<file path="src/rtl/dt_pack.sv">
// Packs a 128x128 8-bit result map into 1024 16-bit binary words (pixel = res_di > thr).
// Every output is registered. Each word takes 16 READ cycles and then one WRITE cycle.
module dt_pack #(
    parameter int unsigned THR_W = 8
) (
    input  logic             clk_i,
    input  logic             rst_ni,
    input  logic [THR_W-1:0] thr_i,
    output logic             res_rd_o,
    output logic [13:0]      res_addr_o,
    input  logic [THR_W-1:0] res_di_i,
    output logic             sti_wr_o,
    output logic [9:0]       sti_addr_o,
    output logic [15:0]      sti_do_o,
    output logic [14:0]      obj_cnt_o,
    output logic             done_o
);

    typedef enum logic [1:0] {StIdle, StRead, StWrite, StFinish} state_e;

    state_e           state_q, state_d;
    logic [THR_W-1:0] thr_q, thr_d;
    // Holds the first 15 bits of a word; the col-15 bit is merged straight into sti_do.
    logic [14:0]      sh_q, sh_d;
    logic             res_rd_q, res_rd_d;
    logic [13:0]      res_addr_q, res_addr_d;
    logic             sti_wr_q, sti_wr_d;
    logic [9:0]       sti_addr_q, sti_addr_d;
    logic [15:0]      sti_do_q, sti_do_d;
    logic [14:0]      obj_cnt_q, obj_cnt_d;
    logic             done_q, done_d;

    logic pix_bit;
    logic last_col;

    assign pix_bit  = (res_di_i > thr_q);
    assign last_col = (res_addr_q[3:0] == 4'hF);

    always_ff @(posedge clk_i) begin
        if (!rst_ni) begin
            state_q    <= StIdle;
            thr_q      <= '0;
            sh_q       <= '0;
            res_rd_q   <= 1'b0;
            res_addr_q <= '0;
            sti_wr_q   <= 1'b0;
            sti_addr_q <= '0;
            sti_do_q   <= '0;
            obj_cnt_q  <= '0;
            done_q     <= 1'b0;
        end else begin
            state_q    <= state_d;
            thr_q      <= thr_d;
            sh_q       <= sh_d;
            res_rd_q   <= res_rd_d;
            res_addr_q <= res_addr_d;
            sti_wr_q   <= sti_wr_d;
            sti_addr_q <= sti_addr_d;
            sti_do_q   <= sti_do_d;
            obj_cnt_q  <= obj_cnt_d;
            done_q     <= done_d;
        end
    end

    always_comb begin
        state_d = state_q;
        unique case (state_q)
            StIdle:   state_d = StRead;
            StRead:   if (last_col) state_d = StWrite;
            StWrite:  state_d = (sti_addr_q == 10'h3FF) ? StFinish : StRead;
            StFinish: state_d = StFinish;
        endcase
    end

    always_comb begin
        thr_d      = thr_q;
        sh_d       = sh_q;
        res_rd_d   = res_rd_q;
        res_addr_d = res_addr_q;
        sti_wr_d   = sti_wr_q;
        sti_addr_d = sti_addr_q;
        sti_do_d   = sti_do_q;
        obj_cnt_d  = obj_cnt_q;
        done_d     = done_q;
        unique case (state_q)
            StIdle: begin
                thr_d      = thr_i;
                res_rd_d   = 1'b1;
                res_addr_d = '0;
            end
            StRead: begin
                sh_d = {sh_q[13:0], pix_bit};
                if (pix_bit) obj_cnt_d = obj_cnt_q + 15'd1;
                if (!last_col) begin
                    res_addr_d = res_addr_q + 14'd1;
                end else begin
                    sti_wr_d   = 1'b1;
                    sti_addr_d = res_addr_q[13:4];
                    sti_do_d   = {sh_q, pix_bit};
                    res_rd_d   = 1'b0;
                end
            end
            StWrite: begin
                sti_wr_d = 1'b0;
                if (sti_addr_q != 10'h3FF) begin
                    res_rd_d   = 1'b1;
                    res_addr_d = res_addr_q + 14'd1;
                end else begin
                    done_d = 1'b1;
                end
            end
            StFinish: begin
                done_d   = 1'b1;
                res_rd_d = 1'b0;
                sti_wr_d = 1'b0;
            end
        endcase
    end

    assign res_rd_o   = res_rd_q;
    assign res_addr_o = res_addr_q;
    assign sti_wr_o   = sti_wr_q;
    assign sti_addr_o = sti_addr_q;
    assign sti_do_o   = sti_do_q;
    assign obj_cnt_o  = obj_cnt_q;
    assign done_o     = done_q;

endmodule

</file>
<file path="config.mk">
export PLATFORM = sky130hd
export DESIGN_NAME = dt_pack
export DESIGN_NICKNAME = d
export VERILOG_FILES = /design/src/rtl/dt_pack.sv
export SDC_FILE = /design/constraint.sdc
export NUM_CORES = 1
export LEC_CHECK = 0
export CAP_MARGIN = 0
export CORE_MARGIN = 1
export CORE_UTILIZATION = 40
export DETAILED_ROUTE_END_ITERATION = 6
export DONT_BUFFER_PORTS = 1
export SYNTH_ARGS = -nofsm -noshare
export SYNTH_HDL_FRONTEND = slang
export SYNTH_SLANG_ARGS = --single-unit
</file>
<file path="constraint.sdc">
create_clock -name clk_i -period 2.4 [get_ports clk_i]
set_clock_uncertainty 0.2 [all_clocks]
set_input_delay 0.48 -clock clk_i [delete_from_list [all_inputs] [get_ports clk_i]]
set_output_delay 0.48 -clock clk_i [all_outputs]
set_load 0.01 [all_outputs]
</file>
==> results of run 1 <==
-- logic make-up (layout without fill, tap and decap cells) --
logic type / after synthesis / after routing / share of synthesized area
AO/OA/AOI/OAI: 63 / 63 / 0.112
XOR/XNOR: 21 / 21 / 0.0519
adder cells (fa/ha/maj): 16 / 16 / 0.0565
buffers and inverters: 30 / 57 / 0.0318
flip-flops: 83 / 83 / 0.469
multiplexers: 24 / 24 / 0.0677
AND/OR/NAND/NOR: 166 / 166 / 0.212
-- worst max-delay path: stages (launching register included) --
cell,delay [ps]
dfxtp_2,330
inv_1,60
ha_4,260
nor2b_4,120
o211ai_2,120
a2111oi_4,360
buf_6,190
nor2_4,50
or4_1,390
a21oi_1,130
-- final timing paths --
path                 start  slack [ps]           end  cells after the start
setup / recovery  thr_q[1]         110  obj_cnt_o[8]                      9
hold reg to reg   sh_q[14]         260  sti_do_o[15]                      2
hold / removal      rst_ni          50  obj_cnt_o[7]                      1
setup reg to reg  thr_q[1]         110  obj_cnt_o[8]                      9
-- power by group through the flow --
stage          clock network (mW)  logic [mW]  registers [mW]
3_5_place_dp                    0       0.615            1.53
2_1_floorplan                   0       0.423            1.53
4_1_cts                     0.949       0.617            1.50
6_report                    0.913       0.618            1.50
3_3_place_gp                    0       0.596            1.53
5_1_grt                      1.01       0.688            1.51
-- layout make-up --
class,instances,area share
multi-input combinational,290,0.445
tap,105,0.0323
clock buffer,10,0.0314
timing repair buffer,29,0.0585
sequential,83,0.409
clock inverter,6,0.0123
inverter,12,0.0111
-- routing by layer --
metal | part of all wire | track usage
met3 | 0.079 | 0.0687
met2 | 0.45 | 0.275
met4 | 0.012 | 0.0684
met5 | 0 | 0
met1 | 0.46 | 0.214
-- stage by stage --
stage | utilization | instance area (um^2) | hold WS (ps) | setup slack, ps | total power [mW]
global placement | 0.460 | 3850 | 252 | 4.54 | 2.13
floorplan | - | 3560 | 231 | -49.0 | 1.95
detailed placement | 0.460 | 3850 | 261 | -15.4 | 2.15
global route | 0.485 | 4060 | 28.0 | 1.71 | 3.21
CTS | 0.481 | 4030 | 33.1 | 23.6 | 3.07
finish | 0.485 | 4060 | 50.8 | 109 | 3.03
-- cells in the final DEF (no fill, tap or decap), types with 2 or more instances in the layout --
| cell | Yosys | layout |
|---|---|---|
| dfxtp_1 | 83 | 82 |
| nand2_1 | 63 | 63 |
| nor2_1 | 51 | 50 |
| a21oi_1 | 35 | 35 |
| buf_4 | 0 | 26 |
| mux2i_1 | 24 | 24 |
| xor2_1 | 16 | 16 |
| ha_1 | 16 | 14 |
| inv_1 | 12 | 11 |
| nand4_1 | 11 | 11 |
| nand3_1 | 11 | 11 |
| clkbuf_8 | 0 | 9 |
| o21ai_0 | 8 | 7 |
| and2_1 | 6 | 6 |
| and3_1 | 5 | 5 |
| xnor2_1 | 5 | 5 |
| nor3_1 | 4 | 4 |
| o2111ai_1 | 4 | 4 |
| clkinvlp_4 | 0 | 4 |
| nand2b_1 | 3 | 3 |
| o31ai_1 | 3 | 3 |
| or4_1 | 3 | 3 |
| o211ai_1 | 2 | 2 |
| nor2b_1 | 2 | 2 |
| o21ai_1 | 1 | 2 |
| buf_6 | 0 | 2 |
-- state kept, by name (all words and copies together), names as in the netlist, 2 cells and up --
register / flops
thr_q: 8
sh_q: 15
sti_do_o: 16
res_addr_o: 14
state_q: 2
sti_addr_o: 10
obj_cnt_o: 15
-- what timing repair did --
item                       CTS  global route
gates resized for setup      0             6
setup endpoints to repair    0            11
buffers inserted             0             2
hold buffers                 0             0
==> run metrics, run 1 <==
initial antenna violation count 0; Max Transition Viols Final 0; vias in the first global route 2585; DR vias/cell 5.25; Worst Tran Pin Value 621 ps; grt ovf 0; fmax 436 MHz; Clk Latency, worst-skew pair 360 ps; die area 9240 um^2; Pwr Density 746 nW/um^2; CTS sink count 83; Synthesized Nets 437; Final Hold Vio Count 0; Finished Layout Cells 535; Worst VDD drop 0.368 mV; share of the synthesized area in the top cell type 0.469; Final ANT Viol Nets 0; worst path required time 2490 ps; WS Path Type reg -> reg; H-Tree Depth 3; clock buffer depth 2; Post-synth top cells 83 x dfxtp_1, 63 x nand2_1, 51 x nor2_1; antenna diode count 0; area of the multi-input gates 1810 um^2; most common cell in the synthesized netlist dfxtp_1; final WL 7780 um; DP HPWL 5470 um; Setup crit end kind flip-flop; layout cells sized above 1 0.128; Post-Syn Area 3550 um^2; Cells after Synth 403; largest cells by area after synthesis dfxtp_1 47%, mux2i_1 6.8%, nand2_1 6.7%; critical path fanouts, max 8; predominant post-synthesis flop cell dfxtp_1; core area 8380 um^2; Synth Area per Inst 8.80 um^2; drt wl/cell 14.5 um; Static Leakage 1.51 nW; Sw Share 0.305; number of buffers created by CTS 9; RSZ-0062 raised after global routing false; worst min path class in -> reg; Final period util 0.955; nets 459; Logic pwr share 0.204; #FFs+latches synth 83; DRT Pass-1 Iters 4; Layout area overhead 14.6%; setup TNS 0 ps; Post-synth EDFFs 0; vias post-DR 2811; Max Cap Violations 0; Clock Tree Root clkbuf_8; number of DRC markers in iteration 0 83; clk slew on worst S/H paths 90 ps; Int Pwr 2.11 mW; GPL Wtd Cong 0.776; Final Critical Period 2290 ps; clock power share 0.301; outcome finished clean; Synth cell types 39; Die H 96.2 um; final setup fails 0; largest net degree at the start of global routing 38; gr usage total 0.175; IO buf count 0; Data arrival, critical path 2380 ps; Placed Cells 517; Synth async-reset ratio 0; Seq/Total Area, Yosys 0.469; io pins 76; DRC viols 0; Worst Setup Start Kind flip-flop; Flop pwr share 0.495; Slew HR 0.582; Synth area leader dfxtp_1; initial core utilization 0.423; CTS tree done; switching power 0.926 mW; # fillers 833; FF/Latch Area 1660 um^2; first-pass GRT wire length 12400 um; DIE WIDTH 96.2 um; YS warnings 0; row cnt 33
Power figures use the tool's default switching activity.
==> run 2, diff against run 1 <==
==> constraint.sdc (replaced) <==
create_clock -name clk_i -period 2.16 [get_ports clk_i]
set_clock_uncertainty 0.2 [all_clocks]
set_input_delay 0.432 -clock clk_i [delete_from_list [all_inputs] [get_ports clk_i]]
set_output_delay 0.432 -clock clk_i [all_outputs]
set_load 0.1 [all_outputs]
==> run 2 against run 1 <==
Net effect:
- the flow now finishes with violations (setup timing)
- final area increased by 18%
- critical endpoint is now obj_cnt_o[9]
- non-clock buffer count increased by 66
- critical path depth increased by 1
- count of clock-buffer cells in the layout unchanged
- clock power increased by 15%
- hold slack got worse by 25 ps
- setup slack got worse by 220 ps
- sequential share of layout area decreased by 5.1 points
- largest cell class unchanged
- register-to-register slack got worse by 220 ps
- combinational power increased by 68%
==> run metrics, run 2 (synthesized netlist as in run 1, its figures left out) <==
gr usage total 0.193; Static Leakage 1.92 nW; Clk Latency, worst-skew pair 350 ps; vias post-DR 3107; die area 9240 um^2; drt wl/cell 13.7 um; initial core utilization 0.423; crit-path max cell delay 340 ps; antenna diode count 0; Clock Tree Root clkbuf_8; WHS Path Cells 2; max reg flops 16; worst min path class in -> reg; reg2reg end obj_cnt_o[9]; DIE WIDTH 96.2 um; IO buf count 0; clk slew on worst S/H paths 80 ps; Worst Hold End obj_cnt_o[12]; Slew HR 0.639; CTS tree done; Final ANT Viol Nets 0; Final Cell Area 4810 um^2; worst path required time 2200 ps; fmax 441 MHz; core area 8380 um^2; Final WS setup -109 ps; grt ovf 0; DP HPWL 5800 um; number of buffers created by CTS 9; number of DRC markers in iteration 0 64; Max Transition Viols Final 0; Final Hold Vio Count 0; R2R Setup Slk -110 ps; CP max stage cell dfxtp_2; FF/Latch Area 1720 um^2; GPL Wtd Cong 0.862; Pwr Density 780 nW/um^2; Hold Startpoint rst_ni; clock buffer depth 2; DR vias/cell 5.17; nets 525; most frequent cells in the layout 86 x buf_4, 63 x nand2_1, 49 x nor2_1; critical path, cell by cell inv_2 > ha_4 > nand4_1 > buf_6 > a2111oi_4 > buf_6 > buf_4 > o2111ai_4 > xnor2_1 > and2_1; Die H 96.2 um; DP Area 4400 um^2; Final Critical Period 2270 ps; commonest non-fill, non-tap cell in the layout buf_4; outcome finished, violations left; WS Path Type reg -> reg; final WL 8250 um; critical path fanouts, max 4; Max Cap Violations 0; initial antenna violation count 0; final setup fails 6; layout cells sized above 1 0.359; # fillers 751; RSZ-0062 raised after global routing true; Worst Tran Pin Value 541 ps; Setup crit end kind flip-flop; Worst Setup Start Kind flip-flop; pre-CTS WS -202 ps; DRT Pass-1 Iters 4; row cnt 33; failing checks setup timing; area of the multi-input gates 1970 um^2; Critical R2R Launch thr_q[7]; setup TNS -268 ps; H-Tree Depth 3; CP most frequent cell buf_6; vias in the first global route 2946; Total Power 3.75 mW; Final period util 1.05; largest net degree at the start of global routing 28; DRC viols 0; R2R cell count 10; first-pass GRT wire length 13700 um; CTS sink count 83; io pins 76; Data arrival, critical path 2310 ps; Layout area overhead 35.6%; Worst VDD drop 0.485 mV
[run 2: metal layers]
layer	up-vias	GRT usage	part of all wire
li1	1555	-	-
met1	1478	0.241	0.46
met2	63	0.314	0.47
met3	11	0.0498	0.056
met4	0	0.0808	0.014
met5	-	0	0
[run 2: layout make-up]
type,instances,share of cell area
timing repair buffer,95,0.157
sequential,83,0.358
inverter,12,0.00937
tap,105,0.0273
clock buffer,10,0.0286
clock inverter,6,0.00963
multi-input combinational,290,0.410
[run 2: worst max-delay path by stage]
stage,startpoint,to,depth (start not counted)
detailed placement,res_di_i[1],obj_cnt_o[8],8
finish,thr_q[7],obj_cnt_o[9],10
CTS,thr_q[7],obj_cnt_o[8],9
global route,thr_q[7],obj_cnt_o[9],10
global placement,res_di_i[1],obj_cnt_o[8],8
floorplan,res_di_i[1],obj_cnt_o[8],7
[run 2: worst max-delay path: cells and delay by family (launching register included)]
family	cells	cell delay, ps
flops	1	340
xor+xnor	1	170
simple gates	2	300
compound gates	2	390
fa+ha+maj	1	250
buf+inv	4	510
[run 2: power breakdown]
part / internal (mW) / leakage (nW) / switching, mW
logic: 0.390 / 1.13 / 0.651
registers: 1.61 / 0.691 / 0.0510
clock network: 0.460 / 0.0976 / 0.588
total: 2.46 / 1.92 / 1.29
[run 2: metrics by stage]
step                      utilization  instances  hold slack, ps
final                           0.574        601            25.9
after floorplan                     -        403             231
after global placement          0.525        576             243
after detailed placement        0.525        576             242
after CTS                       0.555        594            11.3
after global routing            0.574        601            18.2
[run 2: what timing repair did]
item                       CTS  global route
resized for setup           20            24
hold endpoints to repair     4             0
setup endpoints to repair   15            26
hold buffers                 1             0
pin swaps                    8            13
buffers inserted             1             7
==> run 3, diff against run 2 <==
CORE_MARGIN = 5   (was 1)
==> run 3 against run 2 <==
Net effect:
- the flow still finishes with violations (setup timing)
- register-to-register slack lost 20 ps
- routed wire length increased by 6.4%
- sequential share of layout area decreased by 0.057 points
- sequential power is essentially flat
- non-clock buffer count decreased by 7
- power up 6.7%
- hold slack worse by 18 ps
- via count is 1.6% lower
- fmax decreased by 1.0%
==> run metrics, run 3 (synthesized netlist as in run 1, its figures left out) <==
max reg flops 16; Data arrival, critical path 2350 ps; GPL Wtd Cong 0.782; commonest non-fill, non-tap cell in the layout buf_4; Final Hold Vio Count 0; Final ANT Viol Nets 0; R2R cell count 9; antenna diode count 0; Placed Cells 572; Clk Latency, worst-skew pair 340 ps; Static Leakage 1.91 nW; Max Cap Violations 0; initial core utilization 0.409; DRT Pass-1 Iters 4; Pwr Density 834 nW/um^2; Layout area overhead 35.4%; critical path fanouts, max 5; most frequent cells in the layout 84 x buf_4, 63 x nand2_1, 50 x dfxtp_1; number of buffers created by CTS 9; layout cells sized above 1 0.343; number of DRC markers in iteration 0 93; die area 10800 um^2; reg2reg end obj_cnt_o[8]; failing checks setup timing; crit-path max cell delay 390 ps; drt wl/cell 14.7 um; largest net degree at the start of global routing 28; Clock Tree Root clkbuf_8; R2R Setup Slk -130 ps; CP delay by family, top compound AO/OA/AOI/OAI gates; DRC viols 0; clk slew on worst S/H paths 90 ps; CTS sink count 83; Worst setup startpoint thr_q[1]; gr usage total 0.156; fmax 436 MHz; RSZ-0062 raised after global routing true; Worst Hold End obj_cnt_o[5]; Buf+Inv Stages, Crit Path 2; WHS Path Cells 1; Setup crit end kind flip-flop; Total Power 4.00 mW; IO buf count 0; final WL 8780 um; grt ovf 0; Final period util 1.06; outcome finished, violations left; Critical R2R Launch thr_q[1]; DR vias/cell 5.11; CTS tree done; Final Critical Period 2290 ps; Worst Setup Start Kind flip-flop; nets 519; worst path required time 2220 ps; Finished Layout Cells 598; critical path, cell by cell inv_2 > ha_4 > nor2b_4 > o211ai_4 > a2111oi_4 > buf_6 > nor2_4 > or4_1 > a21oi_1; Final WS setup -132 ps; final setup fails 13; CP max stage cell or4_1; Max Transition Viols Final 0; Worst VDD drop 0.401 mV; worst min path class in -> reg; Die H 104 um; Slew HR 0.650; vias post-DR 3057; clock buffer depth 2; row cnt 34; initial antenna violation count 0; DIE WIDTH 104 um; Worst Tran Pin Value 525 ps; H-Tree Depth 3; vias in the first global route 2986; Hold Startpoint rst_ni; core area 8680 um^2; hold slack 7.63 ps; DP HPWL 6150 um; first-pass GRT wire length 14200 um; Core Util, Final 0.553; WS Path Type reg -> reg; io pins 76
## run 3: changes by cell type in the layout (fill, tap and decap cells not counted), moves of 3 or more
| cell | previous run | this run |
|---|---|---|
| o21ai_0 | 3 | 6 |
| dfxtp_1 | 46 | 50 |
| buf_6 | 7 | 2 |
| dfxtp_2 | 31 | 27 |
## run 3: power breakdown
group	switching (mW)	total, mW	internal (mW)	leakage [nW]
Combinational	0.650	1.05	0.401	1.10
Clock	0.564	1.28	0.720	0.120
Sequential	0.0590	1.67	1.61	0.689
Total	1.27	4.00	2.73	1.91
## run 3: cell type report
cell class | count | area (um^2)
flip-flops and latches | 83 | 1720
inverters | 12 | 45.0
fillers | 817 | 3880
clock buffers | 11 | 151
clock inverters | 5 | 83.8
repair buffers | 88 | 678
well taps | 108 | 135
multi-input cells | 291 | 1990
## run 3: metrics by stage
stage / setup slack [ps] / cell area, um^2 / setup TNS (ps)
3_3_place_gp: -204 / 4350 / -1730
6_report: -132 / 4800 / -740
2_1_floorplan: -241 / 3680 / -1110
4_1_cts: -137 / 4620 / -843
5_1_grt: -241 / 4800 / -2510
3_5_place_dp: -230 / 4350 / -2300
## run 3: worst max-delay path by stage
stage,endpoint,slack (ps),cells past startpoint
finish,obj_cnt_o[8],-130,9
global route,obj_cnt_o[8],-240,9
CTS,obj_cnt_o[8],-140,9
detailed placement,obj_cnt_o[8],-230,8
global placement,obj_cnt_o[8],-200,8
floorplan,obj_cnt_o[8],-240,7
## run 3: routing by layer
metal / part of all wire / vias up / routed length [um] / global-route usage
li1: - / 1542 / - / -
met1: 0.45 / 1439 / 3920 / 0.184
met2: 0.47 / 71 / 4170 / 0.263
met3: 0.070 / 5 / 613 / 0.0577
met4: 0.0093 / 0 / 82 / 0.0481
met5: 0 / - / 0 / 0
## run 3: timing repair
action	CTS	global route
gates resized for setup	7	28
pin swaps	4	12
hold endpoints to repair	4	3
cloned	0	2
setup endpoints to repair	15	26
setup buffers	2	6
